### src/rtl/hist_eq_pkg.sv
// hist_eq_pkg: shared FSM state type and counter-width helper for the histogram-equalisation sequencer
package hist_eq_pkg;
  typedef enum logic [2:0] {IDLE, CLEAR, WAIT_SOF, ACCUM, FLUSH, CDF, DONE} state_t;
  function automatic int cnt_w(input int width, input int height);
    return $clog2(width * height + 1);
  endfunction
endpackage

### src/rtl/hist_eq_frame_sequencer_if.sv
// hist_eq_frame_sequencer_if: pixel AXI-stream (tdata/tvalid/tlast=end of line/tuser=start of frame), no tready
interface hist_eq_frame_sequencer_if #(parameter int N = 8);
  logic [N-1:0] tdata;
  logic tvalid;
  logic tlast;
  logic tuser;
  modport master (output tdata, tvalid, tlast, tuser);
  modport slave (input tdata, tvalid, tlast, tuser);
endinterface

### src/rtl/hist_eq_rmw_pipe.sv
// hist_eq_rmw_pipe: two-stage histogram read-modify-write; i_v/i_addr = accepted beat, i_rdata = RAM read data, o_* = bin write
module hist_eq_rmw_pipe #(
  parameter int N = 8,
  parameter int CNT_W = 17
) (
  input  logic             i_sys_clk,
  input  logic             i_sys_areset,
  input  logic             i_v,
  input  logic [N-1:0]     i_addr,
  input  logic [CNT_W-1:0] i_rdata,
  output logic             o_we,
  output logic [N-1:0]     o_waddr,
  output logic [CNT_W-1:0] o_wdata
);
  logic s0_v_q, last_we_q;
  logic [N-1:0] s0_addr_q, last_addr_q;
  logic [CNT_W-1:0] last_data_q, bin;
  // The RAM is read-first, so a write in the previous cycle to the same bin is not yet visible in i_rdata.
  always_comb begin
    bin = (last_we_q && last_addr_q == s0_addr_q) ? last_data_q : i_rdata;
    o_we = s0_v_q;
    o_waddr = s0_v_q ? s0_addr_q : '0;
    o_wdata = s0_v_q ? bin + CNT_W'(1) : '0;
  end
  always_ff @(posedge i_sys_clk or posedge i_sys_areset)
    if (i_sys_areset) begin
      s0_v_q <= 1'b0;
      s0_addr_q <= '0;
      last_we_q <= 1'b0;
      last_addr_q <= '0;
      last_data_q <= '0;
    end else begin
      s0_v_q <= i_v;
      s0_addr_q <= i_addr;
      last_we_q <= s0_v_q;
      last_addr_q <= s0_addr_q;
      last_data_q <= o_wdata;
    end
endmodule

### src/rtl/hist_eq_frame_sequencer.sv
// hist_eq_frame_sequencer: per armed frame, clears the histogram, accumulates one frame, scans the CDF and writes the remap LUT.
// Ports: i_start arms a pass; reg_video is the pixel stream; o_hist_*/i_hist_rdata drive the read-first histogram RAM;
// o_lut_* write the LUT; o_busy/o_frame_done/o_err report status. Define HIST_EQ_FRAME_CHECK_EN for framing checks on o_err.
module hist_eq_frame_sequencer
  import hist_eq_pkg::*;
#(
  parameter int N = 8,
  parameter int WIDTH = 355,
  parameter int HEIGHT = 355,
  localparam int CNT_W = cnt_w(WIDTH, HEIGHT)
) (
  input  logic                    i_sys_clk,
  input  logic                    i_sys_areset,
  input  logic                    i_start,
  hist_eq_frame_sequencer_if.slave reg_video,
  output logic [N-1:0]            o_hist_raddr,
  input  logic [CNT_W-1:0]        i_hist_rdata,
  output logic [N-1:0]            o_hist_waddr,
  output logic                    o_hist_we,
  output logic [CNT_W-1:0]        o_hist_wdata,
  output logic [N-1:0]            o_lut_addr,
  output logic                    o_lut_we,
  output logic [N-1:0]            o_lut_wdata,
  output logic                    o_busy,
  output logic                    o_frame_done,
  output logic                    o_err
);
  localparam int DEPTH = 2 ** N;
  localparam int TOTAL = WIDTH * HEIGHT;
  state_t state_q;
  logic [N:0] idx_q;
  logic [CNT_W-1:0] pix_q, pix_d, cdf_q, cdf_sum, rmw_wdata;
  logic [CNT_W+N-1:0] prod;
  logic accept, rmw_we;
  logic [N-1:0] rmw_waddr;
  hist_eq_rmw_pipe #(.N(N), .CNT_W(CNT_W)) u_rmw (
    .i_sys_clk(i_sys_clk),
    .i_sys_areset(i_sys_areset),
    .i_v(accept),
    .i_addr(reg_video.tdata),
    .i_rdata(i_hist_rdata),
    .o_we(rmw_we),
    .o_waddr(rmw_waddr),
    .o_wdata(rmw_wdata)
  );
  // In CDF, idx_q runs 0..DEPTH: it addresses bin idx_q and the LUT entry one behind it.
  always_comb begin
    accept = reg_video.tvalid && ((state_q == WAIT_SOF && reg_video.tuser) || state_q == ACCUM);
    pix_d = pix_q + CNT_W'(1);
    cdf_sum = cdf_q + i_hist_rdata;
    prod = (CNT_W+N)'(cdf_sum) * (CNT_W+N)'(DEPTH - 1);
    o_hist_raddr = state_q == CDF ? idx_q[N-1:0] : accept ? reg_video.tdata : '0;
    o_hist_we = state_q == CLEAR || rmw_we;
    o_hist_waddr = state_q == CLEAR ? idx_q[N-1:0] : rmw_waddr;
    o_hist_wdata = rmw_wdata;
    o_lut_we = state_q == CDF && idx_q != '0;
    o_lut_addr = o_lut_we ? N'(idx_q - 1'b1) : '0;
    o_lut_wdata = o_lut_we ? N'(prod / (CNT_W+N)'(TOTAL)) : '0;
  end
`ifdef HIST_EQ_FRAME_CHECK_EN
  logic [CNT_W-1:0] col_q;
`else
  logic unused_tlast;
  assign unused_tlast = reg_video.tlast;
  assign o_err = 1'b0;
`endif
  always_ff @(posedge i_sys_clk or posedge i_sys_areset)
    if (i_sys_areset) begin
      state_q <= IDLE;
      idx_q <= '0;
      pix_q <= '0;
      cdf_q <= '0;
      o_busy <= 1'b0;
      o_frame_done <= 1'b0;
`ifdef HIST_EQ_FRAME_CHECK_EN
      col_q <= '0;
      o_err <= 1'b0;
`endif
    end else begin
      o_frame_done <= 1'b0;
      case (state_q)
        IDLE: if (i_start) begin
          state_q <= CLEAR;
          idx_q <= '0;
          pix_q <= '0;
          o_busy <= 1'b1;
`ifdef HIST_EQ_FRAME_CHECK_EN
          col_q <= '0;
          o_err <= 1'b0;
`endif
        end
        CLEAR: begin
          idx_q <= idx_q + 1'b1;
          if (idx_q == (N+1)'(DEPTH - 1)) state_q <= WAIT_SOF;
        end
        WAIT_SOF, ACCUM: if (accept) begin
          pix_q <= pix_d;
          state_q <= pix_d == CNT_W'(TOTAL) ? FLUSH : ACCUM;
`ifdef HIST_EQ_FRAME_CHECK_EN
          if (reg_video.tlast != (col_q == CNT_W'(WIDTH - 1)) || (state_q == ACCUM && reg_video.tuser)) o_err <= 1'b1;
          col_q <= col_q == CNT_W'(WIDTH - 1) ? '0 : col_q + CNT_W'(1);
`endif
        end
        FLUSH: begin
          state_q <= CDF;
          idx_q <= '0;
          cdf_q <= '0;
        end
        CDF: begin
          idx_q <= idx_q + 1'b1;
          if (idx_q != '0) cdf_q <= cdf_sum;
          if (idx_q == (N+1)'(DEPTH)) begin
            state_q <= DONE;
            o_frame_done <= 1'b1;
          end
        end
        DONE: begin
          state_q <= IDLE;
          o_busy <= 1'b0;
        end
        default: state_q <= IDLE;
      endcase
    end
endmodule

### src/flat_wrapper.sv
// flat-port wrapper written by rule: the top's interface ports become plain ports
module hist_eq_frame_sequencer_flat import hist_eq_pkg::*;
#(
  parameter int N = 8,
  parameter int WIDTH = 355,
  parameter int HEIGHT = 355,
  localparam int CNT_W = cnt_w(WIDTH, HEIGHT)
)
  (i_sys_clk, i_sys_areset, i_start, o_hist_raddr, i_hist_rdata, o_hist_waddr, o_hist_we, o_hist_wdata, o_lut_addr, o_lut_we, o_lut_wdata, o_busy, o_frame_done, o_err, reg_video_tdata, reg_video_tvalid, reg_video_tlast, reg_video_tuser);
  hist_eq_frame_sequencer_if #(.N(N)) reg_video_i ();
  input  logic i_sys_clk;
  input  logic i_sys_areset;
  input  logic i_start;
  output logic [N-1:0] o_hist_raddr;
  input  logic [CNT_W-1:0] i_hist_rdata;
  output logic [N-1:0] o_hist_waddr;
  output logic o_hist_we;
  output logic [CNT_W-1:0] o_hist_wdata;
  output logic [N-1:0] o_lut_addr;
  output logic o_lut_we;
  output logic [N-1:0] o_lut_wdata;
  output logic o_busy;
  output logic o_frame_done;
  output logic o_err;
  input wire logic [$bits(reg_video_i.tdata)-1:0] reg_video_tdata;
  input wire logic [$bits(reg_video_i.tvalid)-1:0] reg_video_tvalid;
  input wire logic [$bits(reg_video_i.tlast)-1:0] reg_video_tlast;
  input wire logic [$bits(reg_video_i.tuser)-1:0] reg_video_tuser;
  assign reg_video_i.tdata = reg_video_tdata;
  assign reg_video_i.tvalid = reg_video_tvalid;
  assign reg_video_i.tlast = reg_video_tlast;
  assign reg_video_i.tuser = reg_video_tuser;
  hist_eq_frame_sequencer #(.N(N), .WIDTH(WIDTH), .HEIGHT(HEIGHT)) u_core (.i_sys_clk(i_sys_clk), .i_sys_areset(i_sys_areset), .i_start(i_start), .reg_video(reg_video_i), .o_hist_raddr(o_hist_raddr), .i_hist_rdata(i_hist_rdata), .o_hist_waddr(o_hist_waddr), .o_hist_we(o_hist_we), .o_hist_wdata(o_hist_wdata), .o_lut_addr(o_lut_addr), .o_lut_we(o_lut_we), .o_lut_wdata(o_lut_wdata), .o_busy(o_busy), .o_frame_done(o_frame_done), .o_err(o_err));
endmodule
### config.mk
export PLATFORM = sky130hd
export DESIGN_NAME = hist_eq_frame_sequencer_flat
export DESIGN_NICKNAME = d
export VERILOG_FILES = /design/src/rtl/hist_eq_pkg.sv /design/src/rtl/hist_eq_frame_sequencer_if.sv /design/src/rtl/hist_eq_rmw_pipe.sv /design/src/rtl/hist_eq_frame_sequencer.sv /design/src/flat_wrapper.sv
export SDC_FILE = /design/constraint.sdc
export NUM_CORES = 1
export LEC_CHECK = 0
export CORE_MARGIN = 3
export CORE_UTILIZATION = 50
export CTS_CLUSTER_SIZE = 8
export DETAILED_ROUTE_END_ITERATION = 10
export PLACE_DENSITY = 0.77
export SLEW_MARGIN = 30
export SYNTH_ARGS = -nofsm -noshare
export SYNTH_HDL_FRONTEND = slang
export SYNTH_SLANG_ARGS = --single-unit
### constraint.sdc
create_clock -name i_sys_clk -period 31.7 [get_ports i_sys_clk]
set_input_delay 6.34 -clock i_sys_clk [delete_from_list [all_inputs] [get_ports i_sys_clk]]
set_output_delay 6.34 -clock i_sys_clk [all_outputs]
set_load 0.05 [all_outputs]
==> flow_summary.ini <==
[timing]
hold_viol = 0
skew_ns = 0.0152
drv_slew = 0
min_period_over_period = 0.971
tightest_slew_ns = 1.00
setup_ws_ns = 0.907
min_period_ns = 30.79
setup_viol = 0
slew_headroom = 0.331
max_freq_mhz = 32.5

[floorplanning]
die_y_um = 178
core_area_um2 = 28900
die_w_um = 178
row_count = 62
fp.dieArea_um2 = 31800
ios = 85
initial_utilization = 0.512

[yosys]
yosysMostFrequentCell = nand2_1
synthFlopType = dfrtp_1
synth_cell_type_count = 137
ys_warn_count = 0
yosys-top-cells-area = dfrtp_1 14%, fa_1 8.9%, ha_1 6.7%, xnor2_1 5.1%, nand2_1 4.5%
synth_nets = 2058
ys_seq_area_frac = 0.140
synth_edf_count = 0
synthCells = 1882
async_flop_share = 1.00
synth_top_area_frac = 0.140
yosys.area.top_type = dfrtp_1
synth.cell_area_um2 = 14800
synth_area_per_cell_um2 = 7.88
synth-seq-cells = 83
synth_common_cells = 179 x nand2_1, 154 x inv_1, 140 x nor2_1

[finish]
diodes = 0
final-seq-area_um2 = 2080
nFillCells = 2573
nNetsFinal = 2133
drive_gt1_frac = 0.119
area_growth_pct = 12.6
multi_input_area_um2 = 12000
finalNonFillerCells = 2346

[placement]
port_buffers = 82
dpl_worst_slack_ns = 0.434
gp_congestion = 0.899
dp_hpwl_mm = 31.7
post-place-cells = 2321

[flow_run]
cap_violations = 0

[detailed_routing]
antenna_left = 0
drt-wirelength-per-cell_um = 17.3
routed_wl_mm = 40.6
drt_iter0_drc = 1253
vias = 14500
route.detailed.drc = 0
firstDrtPassIters = 5
vias_per_cell = 6.18

[global_routing]
grt_use_total = 0.251
grt_overflow = 0
first_global_vias = 13800
antenna_found_initial = 0
grt_pass1_wl_mm = 67.7
grt_max_degree = 84

[critical_path]
worstPathArrival_ns = 24.45
crit_slowest_cell = or4b_4
cp-end-kind = output port
cp_common_cell = a21oi_1
worst_setup_path_start_kind = input port
max_stage_delay_ns = 0.60
critPathMaxFanout = 11
crit_required_ns = 25.36
worstSetupPathType = input port to output port

[clocking]
cts_tree = done
clk_latency_ns = 0.35
cts_buffer_depth = 2
post_cts_hold_buffer_count = 0
cts_buffers = 9
numClockSinks = 83
cts_root_buf = clkbuf_16
path_clk_slew_ns = 0.07
cts-htree-levels = 3

[hold_path]
hold_path.class = register to register

[outcome]
status = finished, final reports clean
## stage by stage
step                      area, um2  setup TNS, ns   util  hold WS, ns
after global routing          16700        -0.0443  0.577        0.445
after CTS                     16500              0  0.569        0.438
after detailed placement      16200              0  0.559        0.421
final                         16700              0  0.577        0.431
after global placement        16200              0  0.559        0.406
after floorplan               14800              0      -        0.392
## worst paths after layout
path                                           start                     endpoint  slack, ns  depth (start not counted)
max                                  i_hist_rdata[1]               o_lut_wdata[0]       0.91                         66
min                        u_core.u_rmw.s0_addr_q[3]  u_core.u_rmw.last_addr_q[3]       0.43                          0
max reg2reg                          u_core.cdf_q[1]             u_core.cdf_q[15]      27.78                         18
min reg2reg                u_core.u_rmw.s0_addr_q[3]  u_core.u_rmw.last_addr_q[3]       0.43                          0
max in group asynchronous               i_sys_areset            u_core.u_rmw.o_we      24.62                          3
min in group asynchronous               i_sys_areset          u_core.o_frame_done       6.53                          3
## placed cells by master, fill, tap and decap left out, types with 55 or more instances in the layout
cell type / count
a21oi_1: 103
buf_4: 55
clkdlybuf4s50_1: 81
dfrtp_1: 82
fa_1: 66
ha_1: 79
inv_1: 153
nand2_1: 179
nand3_1: 63
nor2_1: 136
o21ai_0: 103
xnor2_1: 84
xor2_1: 59
## critical path: cells and delay by family
kind,cells,cell delay [ns]
xor+xnor,2,0.52
fa+ha+maj,7,3.21
compound gates,31,7.38
buf+inv,8,1.57
mux,1,0.45
simple gates,17,4.96
## layer usage
layer	global-route usage	vias up	part of all wire
li1	-	6994	-
met1	0.340	7020	0.45
met2	0.440	428	0.49
met3	0.0213	50	0.042
met4	0.0494	0	0.016
met5	0	-	0
## registers in the layout, summed over array words and instances (netlist names)
signal	cells
u_core.u_rmw.last_addr_q	8
u_core.u_rmw.s0_addr_q	8
u_core.cdf_q	17
u_core.u_rmw.o_we	1
u_core.pix_q	17
u_core.o_frame_done	1
u_core.idx_q	9
u_core.u_rmw.last_we_q	1
u_core.u_rmw.last_data_q	17
u_core.state_q	3
u_core.o_busy	1
## cells by family (layout without fill, tap and decap cells)
family          Yosys count  after routing  synth area share
fa+ha+maj               151            151             0.160
mux                      39             39            0.0277
simple gates            643            643             0.219
buf+inv                 233            312            0.0642
xor+xnor                152            152            0.0918
other cells               1              1          0.000253
flops                    83             83             0.140
compound gates          580            581             0.297
## final cells by class
| type | instances | area share |
|---|---|---|
| sequential | 83 | 0.124 |
| clock inverter | 7 | 0.00405 |
| timing repair buffer | 140 | 0.0776 |
| tap | 384 | 0.0288 |
| clock buffer | 9 | 0.0135 |
| multi-input combinational | 1567 | 0.717 |
| inverter | 156 | 0.0351 |
## timing repair
| action | CTS | global route |
|---|---|---|
| gates resized for setup | 0 | 27 |
| endpoints found under the setup margin | 0 | 2 |
| buffers inserted | 0 | 8 |
Power is not shown: default switching activity piles up to over one toggle a cycle in this logic, so the estimate is an artifact.
